<file path="src/rtl/membus_master_if.sv">
// Memory bus connection between a membus master and a memory module.
// Handshake: the master holds membus_rq_cyc (with rd_rq/wr_rq, sel, ma,
// fmc_select) steady until it samples membus_addr_ack high, then drops them
// on the next cycle. For reads, membus_rd_rs marks that membus_mb_in carries
// data; the data is pulsed, so the master ORs it in over a settle window.
// For writes, membus_mb_out is held before and during the one-cycle
// membus_wr_rs strobe. Bit numbering follows the machine: bit 0 is the MSB.
interface membus_master_if;
  logic         membus_rq_cyc;
  logic         membus_rd_rq;
  logic         membus_wr_rq;
  logic         membus_wr_rs;
  logic [18:21] membus_sel;
  logic [21:35] membus_ma;
  logic         membus_fmc_select;
  logic [0:35]  membus_mb_out;
  logic         membus_addr_ack;
  logic         membus_rd_rs;
  logic [0:35]  membus_mb_in;

  modport master (
    output membus_rq_cyc, membus_rd_rq, membus_wr_rq, membus_wr_rs,
    output membus_sel, membus_ma, membus_fmc_select, membus_mb_out,
    input  membus_addr_ack, membus_rd_rs, membus_mb_in
  );

  modport slave (
    input  membus_rq_cyc, membus_rd_rq, membus_wr_rq, membus_wr_rs,
    input  membus_sel, membus_ma, membus_fmc_select, membus_mb_out,
    output membus_addr_ack, membus_rd_rs, membus_mb_in
  );
endinterface

</file>
<file path="src/rtl/membus_master.sv">
// Membus master: runs one read, write or read-modify-write cycle per command,
// with address-acknowledge and read-restart timeouts reported as nxm.
// Every output is a flop; bus outputs are decoded from the next state.
module membus_master #(
  parameter logic [15:0] ACK_TIMEOUT = 16'd5000,
  parameter logic [15:0] RD_TIMEOUT  = 16'd5000,
  parameter int unsigned RD_SETTLE   = 4,
  parameter int unsigned WR_SETUP    = 2
) (
  input  logic         clk,
  input  logic         reset,
  input  logic         cmd_start,
  input  logic         cmd_rd,
  input  logic         cmd_wr,
  input  logic [18:35] cmd_addr,
  input  logic [0:35]  cmd_wdata,
  input  logic         cmd_wr_go,
  input  logic         fmc_en,
  output logic         busy,
  output logic         rd_valid,
  output logic [0:35]  rd_data,
  output logic         done,
  output logic         nxm,
  output logic [2:0]   dbg_state,
  membus_master_if.master mb
);

  typedef enum logic [2:0] {
    IDLE, REQ, RD_WAIT, RD_HOLD, RMW_WAIT, WR_DATA, WR_RS, DONE
  } state_e;

  localparam logic [16:0] ACK_LIM    = {1'b0, ACK_TIMEOUT};
  localparam logic [16:0] RD_LIM     = {1'b0, RD_TIMEOUT};
  localparam logic [16:0] SETTLE_LIM = 17'(RD_SETTLE);
  localparam logic [16:0] SETUP_LIM  = 17'(WR_SETUP);

  state_e       state_q, state_d;
  logic [15:0]  cnt_q, cnt_d;
  logic [16:0]  cnt_nxt;
  logic [18:35] addr_q, addr_d;
  logic [0:35]  wdata_q, wdata_d;
  logic         rd_q, rd_d, wr_q, wr_d;
  logic [0:35]  rd_data_q, rd_data_d;
  logic         busy_q, busy_d, rd_valid_q, rd_valid_d;
  logic         done_q, done_d, nxm_q, nxm_d;
  logic         rq_cyc_q, rq_cyc_d, rd_rq_q, rd_rq_d, wr_rq_q, wr_rq_d;
  logic         wr_rs_q, wr_rs_d, fmc_q, fmc_d;
  logic [18:21] sel_q, sel_d;
  logic [21:35] ma_q, ma_d;
  logic [0:35]  mb_out_q, mb_out_d;

  // One shared counter times the ack wait, read wait, settle and setup phases.
  assign cnt_nxt = {1'b0, cnt_q} + 17'd1;

  // Next-state, command latches, read accumulation and the one-cycle pulses.
  always_comb begin
    state_d    = state_q;
    cnt_d      = cnt_q;
    addr_d     = addr_q;
    wdata_d    = wdata_q;
    rd_d       = rd_q;
    wr_d       = wr_q;
    rd_data_d  = rd_data_q;
    rd_valid_d = 1'b0;
    nxm_d      = 1'b0;
    case (state_q)
      IDLE: begin
        if (cmd_start && (cmd_rd || cmd_wr)) begin
          addr_d    = cmd_addr;
          wdata_d   = cmd_wdata;
          rd_d      = cmd_rd;
          wr_d      = cmd_wr;
          rd_data_d = '0;
          cnt_d     = '0;
          state_d   = REQ;
        end
      end
      REQ: begin
        // An ack arriving in the timeout cycle still wins.
        if (mb.membus_addr_ack) begin
          cnt_d   = '0;
          state_d = rd_q ? RD_WAIT : WR_DATA;
        end else if (cnt_nxt == ACK_LIM) begin
          nxm_d   = 1'b1;
          cnt_d   = '0;
          state_d = IDLE;
        end else begin
          cnt_d = cnt_nxt[15:0];
        end
      end
      RD_WAIT: begin
        rd_data_d = rd_data_q | mb.membus_mb_in;
        if (mb.membus_rd_rs) begin
          cnt_d   = '0;
          state_d = RD_HOLD;
        end else if (cnt_nxt == RD_LIM) begin
          nxm_d   = 1'b1;
          cnt_d   = '0;
          state_d = IDLE;
        end else begin
          cnt_d = cnt_nxt[15:0];
        end
      end
      RD_HOLD: begin
        rd_data_d = rd_data_q | mb.membus_mb_in;
        if (cnt_nxt == SETTLE_LIM) begin
          rd_valid_d = 1'b1;
          cnt_d      = '0;
          state_d    = wr_q ? RMW_WAIT : DONE;
        end else begin
          cnt_d = cnt_nxt[15:0];
        end
      end
      RMW_WAIT: begin
        if (cmd_wr_go) begin
          wdata_d = cmd_wdata;
          cnt_d   = '0;
          state_d = WR_DATA;
        end
      end
      WR_DATA: begin
        if (cnt_nxt == SETUP_LIM) begin
          cnt_d   = '0;
          state_d = WR_RS;
        end else begin
          cnt_d = cnt_nxt[15:0];
        end
      end
      WR_RS:   state_d = DONE;
      DONE:    state_d = IDLE;
      default: state_d = IDLE;
    endcase
  end

  // Bus and status outputs decoded from the state being entered.
  always_comb begin
    busy_d   = (state_d != IDLE);
    done_d   = (state_d == DONE);
    rq_cyc_d = (state_d == REQ);
    rd_rq_d  = rq_cyc_d & rd_d;
    wr_rq_d  = rq_cyc_d & wr_d;
    sel_d    = rq_cyc_d ? addr_d[18:21] : '0;
    ma_d     = rq_cyc_d ? addr_d[21:35] : '0;
    fmc_d    = rq_cyc_d & fmc_en & (addr_d[18:31] == 14'd0);
    wr_rs_d  = (state_d == WR_RS);
    mb_out_d = ((state_d == WR_DATA) || (state_d == WR_RS)) ? wdata_d : '0;
  end

  // State and output registers; reset clears everything at once.
  always_ff @(posedge clk or posedge reset) begin
    if (reset) begin
      state_q    <= IDLE;
      cnt_q      <= '0;
      addr_q     <= '0;
      wdata_q    <= '0;
      rd_q       <= 1'b0;
      wr_q       <= 1'b0;
      rd_data_q  <= '0;
      busy_q     <= 1'b0;
      rd_valid_q <= 1'b0;
      done_q     <= 1'b0;
      nxm_q      <= 1'b0;
      rq_cyc_q   <= 1'b0;
      rd_rq_q    <= 1'b0;
      wr_rq_q    <= 1'b0;
      wr_rs_q    <= 1'b0;
      sel_q      <= '0;
      ma_q       <= '0;
      fmc_q      <= 1'b0;
      mb_out_q   <= '0;
    end else begin
      state_q    <= state_d;
      cnt_q      <= cnt_d;
      addr_q     <= addr_d;
      wdata_q    <= wdata_d;
      rd_q       <= rd_d;
      wr_q       <= wr_d;
      rd_data_q  <= rd_data_d;
      busy_q     <= busy_d;
      rd_valid_q <= rd_valid_d;
      done_q     <= done_d;
      nxm_q      <= nxm_d;
      rq_cyc_q   <= rq_cyc_d;
      rd_rq_q    <= rd_rq_d;
      wr_rq_q    <= wr_rq_d;
      wr_rs_q    <= wr_rs_d;
      sel_q      <= sel_d;
      ma_q       <= ma_d;
      fmc_q      <= fmc_d;
      mb_out_q   <= mb_out_d;
    end
  end

  assign busy                 = busy_q;
  assign rd_valid             = rd_valid_q;
  assign rd_data              = rd_data_q;
  assign done                 = done_q;
  assign nxm                  = nxm_q;
  assign dbg_state            = state_q;
  assign mb.membus_rq_cyc     = rq_cyc_q;
  assign mb.membus_rd_rq      = rd_rq_q;
  assign mb.membus_wr_rq      = wr_rq_q;
  assign mb.membus_wr_rs      = wr_rs_q;
  assign mb.membus_sel        = sel_q;
  assign mb.membus_ma         = ma_q;
  assign mb.membus_fmc_select = fmc_q;
  assign mb.membus_mb_out     = mb_out_q;

endmodule

</file>
<file path="src/flat_wrapper.sv">
// flat-port wrapper written by rule: the top's interface ports become plain ports
module membus_master_flat 
#(
  parameter logic [15:0] ACK_TIMEOUT = 16'd5000,
  parameter logic [15:0] RD_TIMEOUT  = 16'd5000,
  parameter int unsigned RD_SETTLE   = 4,
  parameter int unsigned WR_SETUP    = 2
)
  (clk, reset, cmd_start, cmd_rd, cmd_wr, cmd_addr, cmd_wdata, cmd_wr_go, fmc_en, busy, rd_valid, rd_data, done, nxm, dbg_state, mb_membus_rq_cyc, mb_membus_rd_rq, mb_membus_wr_rq, mb_membus_wr_rs, mb_membus_sel, mb_membus_ma, mb_membus_fmc_select, mb_membus_mb_out, mb_membus_addr_ack, mb_membus_rd_rs, mb_membus_mb_in);
  membus_master_if mb_i ();
  input  logic clk;
  input  logic reset;
  input  logic cmd_start;
  input  logic cmd_rd;
  input  logic cmd_wr;
  input  logic [18:35] cmd_addr;
  input  logic [0:35] cmd_wdata;
  input  logic cmd_wr_go;
  input  logic fmc_en;
  output logic busy;
  output logic rd_valid;
  output logic [0:35] rd_data;
  output logic done;
  output logic nxm;
  output logic [2:0] dbg_state;
  output wire logic [$bits(mb_i.membus_rq_cyc)-1:0] mb_membus_rq_cyc;
  output wire logic [$bits(mb_i.membus_rd_rq)-1:0] mb_membus_rd_rq;
  output wire logic [$bits(mb_i.membus_wr_rq)-1:0] mb_membus_wr_rq;
  output wire logic [$bits(mb_i.membus_wr_rs)-1:0] mb_membus_wr_rs;
  output wire logic [$bits(mb_i.membus_sel)-1:0] mb_membus_sel;
  output wire logic [$bits(mb_i.membus_ma)-1:0] mb_membus_ma;
  output wire logic [$bits(mb_i.membus_fmc_select)-1:0] mb_membus_fmc_select;
  output wire logic [$bits(mb_i.membus_mb_out)-1:0] mb_membus_mb_out;
  input wire logic [$bits(mb_i.membus_addr_ack)-1:0] mb_membus_addr_ack;
  input wire logic [$bits(mb_i.membus_rd_rs)-1:0] mb_membus_rd_rs;
  input wire logic [$bits(mb_i.membus_mb_in)-1:0] mb_membus_mb_in;
  assign mb_membus_rq_cyc = mb_i.membus_rq_cyc;
  assign mb_membus_rd_rq = mb_i.membus_rd_rq;
  assign mb_membus_wr_rq = mb_i.membus_wr_rq;
  assign mb_membus_wr_rs = mb_i.membus_wr_rs;
  assign mb_membus_sel = mb_i.membus_sel;
  assign mb_membus_ma = mb_i.membus_ma;
  assign mb_membus_fmc_select = mb_i.membus_fmc_select;
  assign mb_membus_mb_out = mb_i.membus_mb_out;
  assign mb_i.membus_addr_ack = mb_membus_addr_ack;
  assign mb_i.membus_rd_rs = mb_membus_rd_rs;
  assign mb_i.membus_mb_in = mb_membus_mb_in;
  membus_master #(.ACK_TIMEOUT(ACK_TIMEOUT), .RD_TIMEOUT(RD_TIMEOUT), .RD_SETTLE(RD_SETTLE), .WR_SETUP(WR_SETUP)) u_core (.clk(clk), .reset(reset), .cmd_start(cmd_start), .cmd_rd(cmd_rd), .cmd_wr(cmd_wr), .cmd_addr(cmd_addr), .cmd_wdata(cmd_wdata), .cmd_wr_go(cmd_wr_go), .fmc_en(fmc_en), .busy(busy), .rd_valid(rd_valid), .rd_data(rd_data), .done(done), .nxm(nxm), .dbg_state(dbg_state), .mb(mb_i));
endmodule
</file>
<file path="config.mk">
export PLATFORM = sky130hd
export DESIGN_NAME = membus_master_flat
export DESIGN_NICKNAME = d
export VERILOG_FILES = /design/src/rtl/membus_master_if.sv /design/src/rtl/membus_master.sv /design/src/flat_wrapper.sv
export SDC_FILE = /design/constraint.sdc
export NUM_CORES = 1
export LEC_CHECK = 0
export CORE_UTILIZATION = 52
export CTS_BUF_LIST = sky130_fd_sc_hd__clkbuf_16
export CTS_CLUSTER_SIZE = 12
export DETAILED_ROUTE_END_ITERATION = 10
export PLACE_DENSITY = 0.85
export SYNTH_ARGS = -nofsm -noshare
export SYNTH_HDL_FRONTEND = slang
export SYNTH_SLANG_ARGS = --single-unit
export TNS_END_PERCENT = 100
</file>
<file path="constraint.sdc">
create_clock -name clk -period 14.1 [get_ports clk]
set_clock_uncertainty 0.05 [all_clocks]
set_input_delay 1.41 -clock clk [delete_from_list [all_inputs] [get_ports clk]]
set_output_delay 1.41 -clock clk [all_outputs]
set_load 0.01 [all_outputs]
</file>
==> run_results.csv, run 1 <==
group,metric,value,unit
floorplan,core,13900,um^2
floorplan,pin_count,202,
global_route,grt_pass1_wl,28.3,mm
critical_path,path_max_fanout,36,
cells_and_area,fin_util,72.4,%
global_route,grt_pass1_vias,5801,
cells_and_area,final_cell_mix,"201 x clkdlybuf4s50_1, 174 x dfrtp_1, 93 x nand2_1, 51 x nor2_1, 46 x nand3_1",
critical_path,endpoint_kind,"flop",
cells_and_area,multi_input_area,2770,um^2
global_route,grt_overflow,0,
critical_path,critPathLaunchType,"flop",
drt,vias,5850,
timing,timing.slew.headroom,13.1,%
placement,dpl-instance-area,9510,um^2
cts,clk_pin_slew_worst_paths,0.07,ns
timing,tightest_slew,1.30,ns
cells_and_area,syn2layout_area_growth,35.3,%
cells_and_area,fill_cells,969,
timing,finalHoldViolCount,0,
synth,ys_ff_latch,174,
critical_path,cp_data_required_time,14.29,ns
cts,cts_max_level,4,
timing,max_freq,0.248,GHz
cts,clockRootBuffer,"clkbuf_16",
critical_path,worstPathArrival,4.23,ns
placement,gp_congestion,0.861,
cts,cts_tree,"built",
synth,synth_nets,790,
cells_and_area,final_nets,970,
cells_and_area,finalInstanceArea,10100,um^2
drt,drc_errors,0,
cells_and_area,seq_area,4350,um^2
synth,synth-seq-area-share,58.4,%
drt,drtPass1Iterations,5,
pwr,power_density,100,nW/um^2
drt,wire_per_inst,17.0,um
synth,yosys_warnings,0,
floorplan,die-area,14800,um^2
synth,postSynthCellCount,688,
cells_and_area,final_common_cell,"clkdlybuf4s50_1",
cts,cts-resized-gates,0,
critical_path,path_class,"reg2reg",
drt,routed_via_density,5.51,
floorplan,die_width,122,um
cts,postCtsSetupBuffers,0,
pwr,leakagePower,0.00427,uW
cts,postCtsHoldBufs,0,
drt,drt-total-wl,18.0,mm
cts,clk_path_buf_depth,2,
timing,drv_slew,0,
synth,syn_avg_cell_area,10.8,um^2
pwr,power,1010,uW
placement,port_buffers,201,
floorplan,initial_utilization,53.5,%
drt,ant_nets,0,
global_route,grt_max_degree,113,
run_status,status,"finished, final reports clean",
timing,fin_crit_sh,28.6,%
cts,cts_sinks,174,
timing,setup_viol,0,
synth,synth.distinct_cells,71,
critical_path,crit_family,"simple AND/OR/NAND/NOR gates",
global_route,track_usage,24.9,%
worst_hold_path,hold_path.class,"reg2reg",
global_route,antenna_found_initial,0,
timing,tns,0,ns
cells_and_area,diodes,0,
synth,async_flop_share,100,%
floorplan,num_rows,43,
pwr,peakVddDrop,0.0000884,V
synth,mappedNetlistArea,7460,um^2
synth,synth_edf_count,0,
floorplan,fp.dieH,122,um
timing,min_period,4.03,ns
critical_path,crit_path_max_incr_delay,0.92,ns
cts,clock_latency,0.42,ns
placement,place_hpwl,12.5,mm
timing,rsz0062_at_grt,"false",
timing,whs,0.413,ns
cts,cts_buffers,17,
critical_path,crit_chain,"nand3_1 > nor4_1 > xnor2_1 > nand4_2 > nor2_2 > a31oi_4 > o21bai_4 > a21boi_0",
synth,synth_ff_type,"dfrtp_1",
critical_path,crit_buf_inv,0,
run,drv_cap,0,
drt,first_iter_violations,390,
cells_and_area,layout-drive-gt1-share,11.6,%
critical_path,critPathSlowestCell,"o21bai_4",
[power breakdown]
part | internal (uW) | switching (uW)
logic | 27.0 | 20.8
registers | 502 | 1.07
clock network | 263 | 198
[flip-flops by register name, indices dropped and copies added, names as in the netlist, 3 cells and up]
register                 cells
u_core.rd_data              36
u_core.addr_q               18
u_core.mb.membus_mb_out     36
u_core.dbg_state             3
u_core.mb.membus_ma         14
u_core.wdata_q              36
u_core.cnt_q                16
u_core.mb.membus_sel         4
[cell families (layout without fill, tap and decap cells)]
group           Yosys count  after routing  share of synthesized area [%]
flops                   174            174                           58.4
simple gates            273            273                           19.4
compound gates          138            138                           13.3
mux                      21             21                           2.90
fa+ha+maj                 3              3                          0.503
xor+xnor                  7              7                          0.822
buf+inv                  72            265                           4.68
[cell type report]
cell class              instances  area share [%]
clock inverters                15            1.54
flip-flops and latches        174            43.1
inverters                      26            1.02
well taps                     180            2.23
clock buffers                  17            4.22
repair buffers                207            20.4
multi-input cells             442            27.5
[cell usage after synthesis, types with 10 or more instances]
cell | number | area share, %
dfrtp_1 | 174 | 58
a21oi_1 | 41 | 2.8
nor2_1 | 52 | 2.6
nor3_2 | 16 | 2.1
nor3_1 | 10 | 0.67
mux2i_1 | 16 | 2.1
o21ai_0 | 18 | 1.2
clkbuf_1 | 25 | 1.3
nand2_1 | 93 | 4.7
a21boi_2 | 10 | 1.5
inv_1 | 26 | 1.3
nand3_1 | 46 | 3.1
a21boi_1 | 20 | 2.0
[worst paths after layout]
path | startpoint | endpoint | slack, ns | cells after the start
worst max-delay path | u_core.cnt_q[2] | u_core.mb.membus_mb_out[32] | 10.07 | 8
worst min-delay path | u_core.wdata_q[31] | u_core.wdata_q[31] | 0.41 | 2
worst max register to register | u_core.cnt_q[2] | u_core.mb.membus_mb_out[32] | 10.07 | 8
worst min register to register | u_core.wdata_q[31] | u_core.wdata_q[31] | 0.41 | 2
max in group asynchronous | reset | u_core.addr_q[30] | 11.10 | 3
min in group asynchronous | reset | u_core.mb.membus_mb_out[1] | 1.53 | 2
[worst min-delay path, stage by stage (launching register included)]
cell and delay (ns):
dfrtp_1 0.32, nand2_1 0.04, nand2_1 0.06
[per-stage QoR]
step	std cells	setup slack (ns)
after floorplan	688	7.92
after global placement	1029	9.96
after detailed placement	1029	9.86
after CTS	1061	10.08
after global routing	1061	9.80
final	1061	10.07
[per-layer routing]
layer  up-vias  track usage (%)  share of wire, %
li1       2721                -                 -
met4         0             10.6               2.5
met3        35             5.57               6.7
met2       229             41.2                50
met1      2865             31.4                41
met5         -                0                 0
Power figures use the tool's default switching activity.
==> run 2, diff against run 1 <==
--- a/config.mk
+++ b/config.mk
@@ -5,11 +5,11 @@
 export SDC_FILE = /design/constraint.sdc
 export NUM_CORES = 1
 export LEC_CHECK = 0
-export CORE_UTILIZATION = 52
+export CORE_UTILIZATION = 48
 export CTS_BUF_LIST = sky130_fd_sc_hd__clkbuf_16
 export CTS_CLUSTER_SIZE = 12
 export DETAILED_ROUTE_END_ITERATION = 10
-export PLACE_DENSITY = 0.85
+export PLACE_DENSITY = 0.8
 export SYNTH_ARGS = -nofsm -noshare
 export SYNTH_HDL_FRONTEND = slang
 export SYNTH_SLANG_ARGS = --single-unit
==> constraint.sdc (replaced) <==
create_clock -name clk -period 4.2 [get_ports clk]
set_clock_uncertainty 0.05 [all_clocks]
set_input_delay 0.42 -clock clk [delete_from_list [all_inputs] [get_ports clk]]
set_output_delay 0.42 -clock clk [all_outputs]
set_load 0.01 [all_outputs]
==> run_results.csv, run 2 (synthesis results as in run 1) <==
group,metric,value,unit
critical_path,path_class,"reg2reg",
timing,timing.slew.headroom,54.1,%
cts,cts_sinks,174,
critical_path,path_max_fanout,36,
placement,gp_congestion,0.882,
timing,finalHoldViolCount,0,
cts,clk_path_buf_depth,2,
global_route,track_usage,23.8,%
timing,setup_viol,0,
drt,drc_errors,0,
critical_path,endpoint_kind,"flop",
timing,rsz0062_at_grt,"false",
pwr,leakagePower,0.00432,uW
critical_path,cp_data_required_time,4.43,ns
pwr,p_int,2620,uW
cts,clockRootBuffer,"clkbuf_16",
pwr,pwr-share-clk,45.8,%
pwr,seq_power_share,49.5,%
cells_and_area,syn2layout_area_growth,36.6,%
cells_and_area,fin_util,67.0,%
timing,max_freq,0.282,GHz
timing,tightest_slew,0.688,ns
cts,cts-resized-gates,0,
drt,routed_via_density,5.47,
timing,min_period,3.55,ns
drt,vias,5884,
cts,cts_tree,"built",
cells_and_area,final_common_cell,"clkdlybuf4s50_1",
cts,clk_pin_slew_worst_paths,0.07,ns
cts,cts_buffers,17,
cts,postCtsSetupBuffers,0,
pwr,comb_power_share,4.7,%
pwr,power_density,334,nW/um^2
floorplan,die_width,127,um
critical_path,critPathLaunchType,"flop",
global_route,grt_max_degree,132,
run,drv_cap,0,
floorplan,initial_utilization,49.1,%
pwr,p_sw,783,uW
global_route,grt_pass1_wl,29.6,mm
pwr,power,3410,uW
drt,drtPass1Iterations,5,
timing,tns,0,ns
worst_hold_path,hold_path.class,"in2async",
global_route,grtUsageMet3,5.27,%
placement,placed_cells,1043,
pwr,switching_share,23.0,%
critical_path,r2r_start,"u_core.cnt_q[2]",
drt,wire_per_inst,17.0,um
floorplan,core,15200,um^2
floorplan,die-area,16000,um^2
cells_and_area,diodes,0,
floorplan,pin_count,202,
cells_and_area,final_nets,976,
global_route,grt_pass1_vias,5806,
placement,place_hpwl,11.9,mm
global_route,gr-usage-met1,30.7,%
global_route,grt_overflow,0,
cts,clock_latency,0.43,ns
global_route,grt_util_met2,38.8,%
cts,cts_max_level,4,
drt,first_iter_violations,346,
pwr,peakVddDrop,0.000269,V
placement,port_buffers,201,
floorplan,num_rows,45,
cells_and_area,layout-drive-gt1-share,12.4,%
drt,drt-total-wl,18.2,mm
timing,drv_slew,0,
run_status,status,"finished, final reports clean",
global_route,top_usage_layer,"met2",
critical_path,startpoint,"u_core.cnt_q[2]",
cts,postCtsHoldBufs,0,
floorplan,fp.dieH,127,um
drt,ant_nets,0,
timing,fin_crit_sh,84.5,%
critical_path,worstPathArrival,3.78,ns
cells_and_area,final_cell_mix,"201 x clkdlybuf4s50_1, 174 x dfrtp_1, 93 x nand2_1, 51 x nor2_1, 46 x nand3_1",
global_route,antenna_found_initial,0,
cells_and_area,fin_cells,1075,
## run 2: cell count changes in the layout (fill, tap and decap cells not counted), moves of 2 or more
cell,before,now
clkinv_8,0,2
clkinv_4,0,5
inv_8,1,3
clkinv_2,2,0
buf_4,6,10
buf_12,0,2
clkinv_1,2,0
inv_6,6,3
## run 2: per-stage QoR
| step | hold slack [ns] | setup slack (ns) | cell area, um^2 |
|---|---|---|---|
| detailed placement | 0.396 | 0.725 | 9590 |
| global route | 0.221 | 0.398 | 10200 |
| global placement | 0.389 | 0.862 | 9590 |
| CTS | 0.217 | 0.709 | 10200 |
| floorplan | 0.378 | 1.39 | 7460 |
| finish | 0.227 | 0.649 | 10200 |
## run 2: cell type report
type | instances | area, um^2
multi-input combinational | 442 | 2770
fill | 1166 | 5010
inverter | 26 | 101
clock buffer | 17 | 425
sequential | 174 | 4350
tap | 188 | 235
clock inverter | 15 | 174
timing repair buffer | 213 | 2130
## run 2: power groups by stage
stage	combinational [uW]	clock, uW	sequential [uW]
final	159	1560	1690
after global routing	176	1680	1690
after CTS	163	1600	1690
after detailed placement	162	0	1720
after global placement	161	0	1720
after floorplan	48.2	0	1720
## run 2: layer usage
layer / share of wire, % / vias up
li1: - / 2747
met1: 42 / 2874
met2: 49 / 228
met3: 6.5 / 35
met4: 2.7 / 0
met5: 0 / -
## run 2: path summary, 6_finish.rpt
kind	cells after the start	slack (ns)	endpoint
max	9	0.65	u_core.mb.membus_mb_out[31]
min	2	0.23	u_core.mb.membus_wr_rs
min in group clk	2	0.41	u_core.wdata_q[31]
max in group asynchronous	3	2.94	u_core.cnt_q[11]
min reg2reg	2	0.41	u_core.wdata_q[31]
max reg2reg	9	0.65	u_core.mb.membus_mb_out[31]
## run 2: worst max-delay path, stage by stage, from the launching register on
cell and delay, ns:
dfrtp_1 0.58, nand3_1 0.43, nor4_1 0.48, xnor2_1 0.23
nand4_2 0.24, nor2_2 0.26, a31oi_4 0.29, o21bai_4 0.22
buf_4 0.42, a21boi_0 0.18
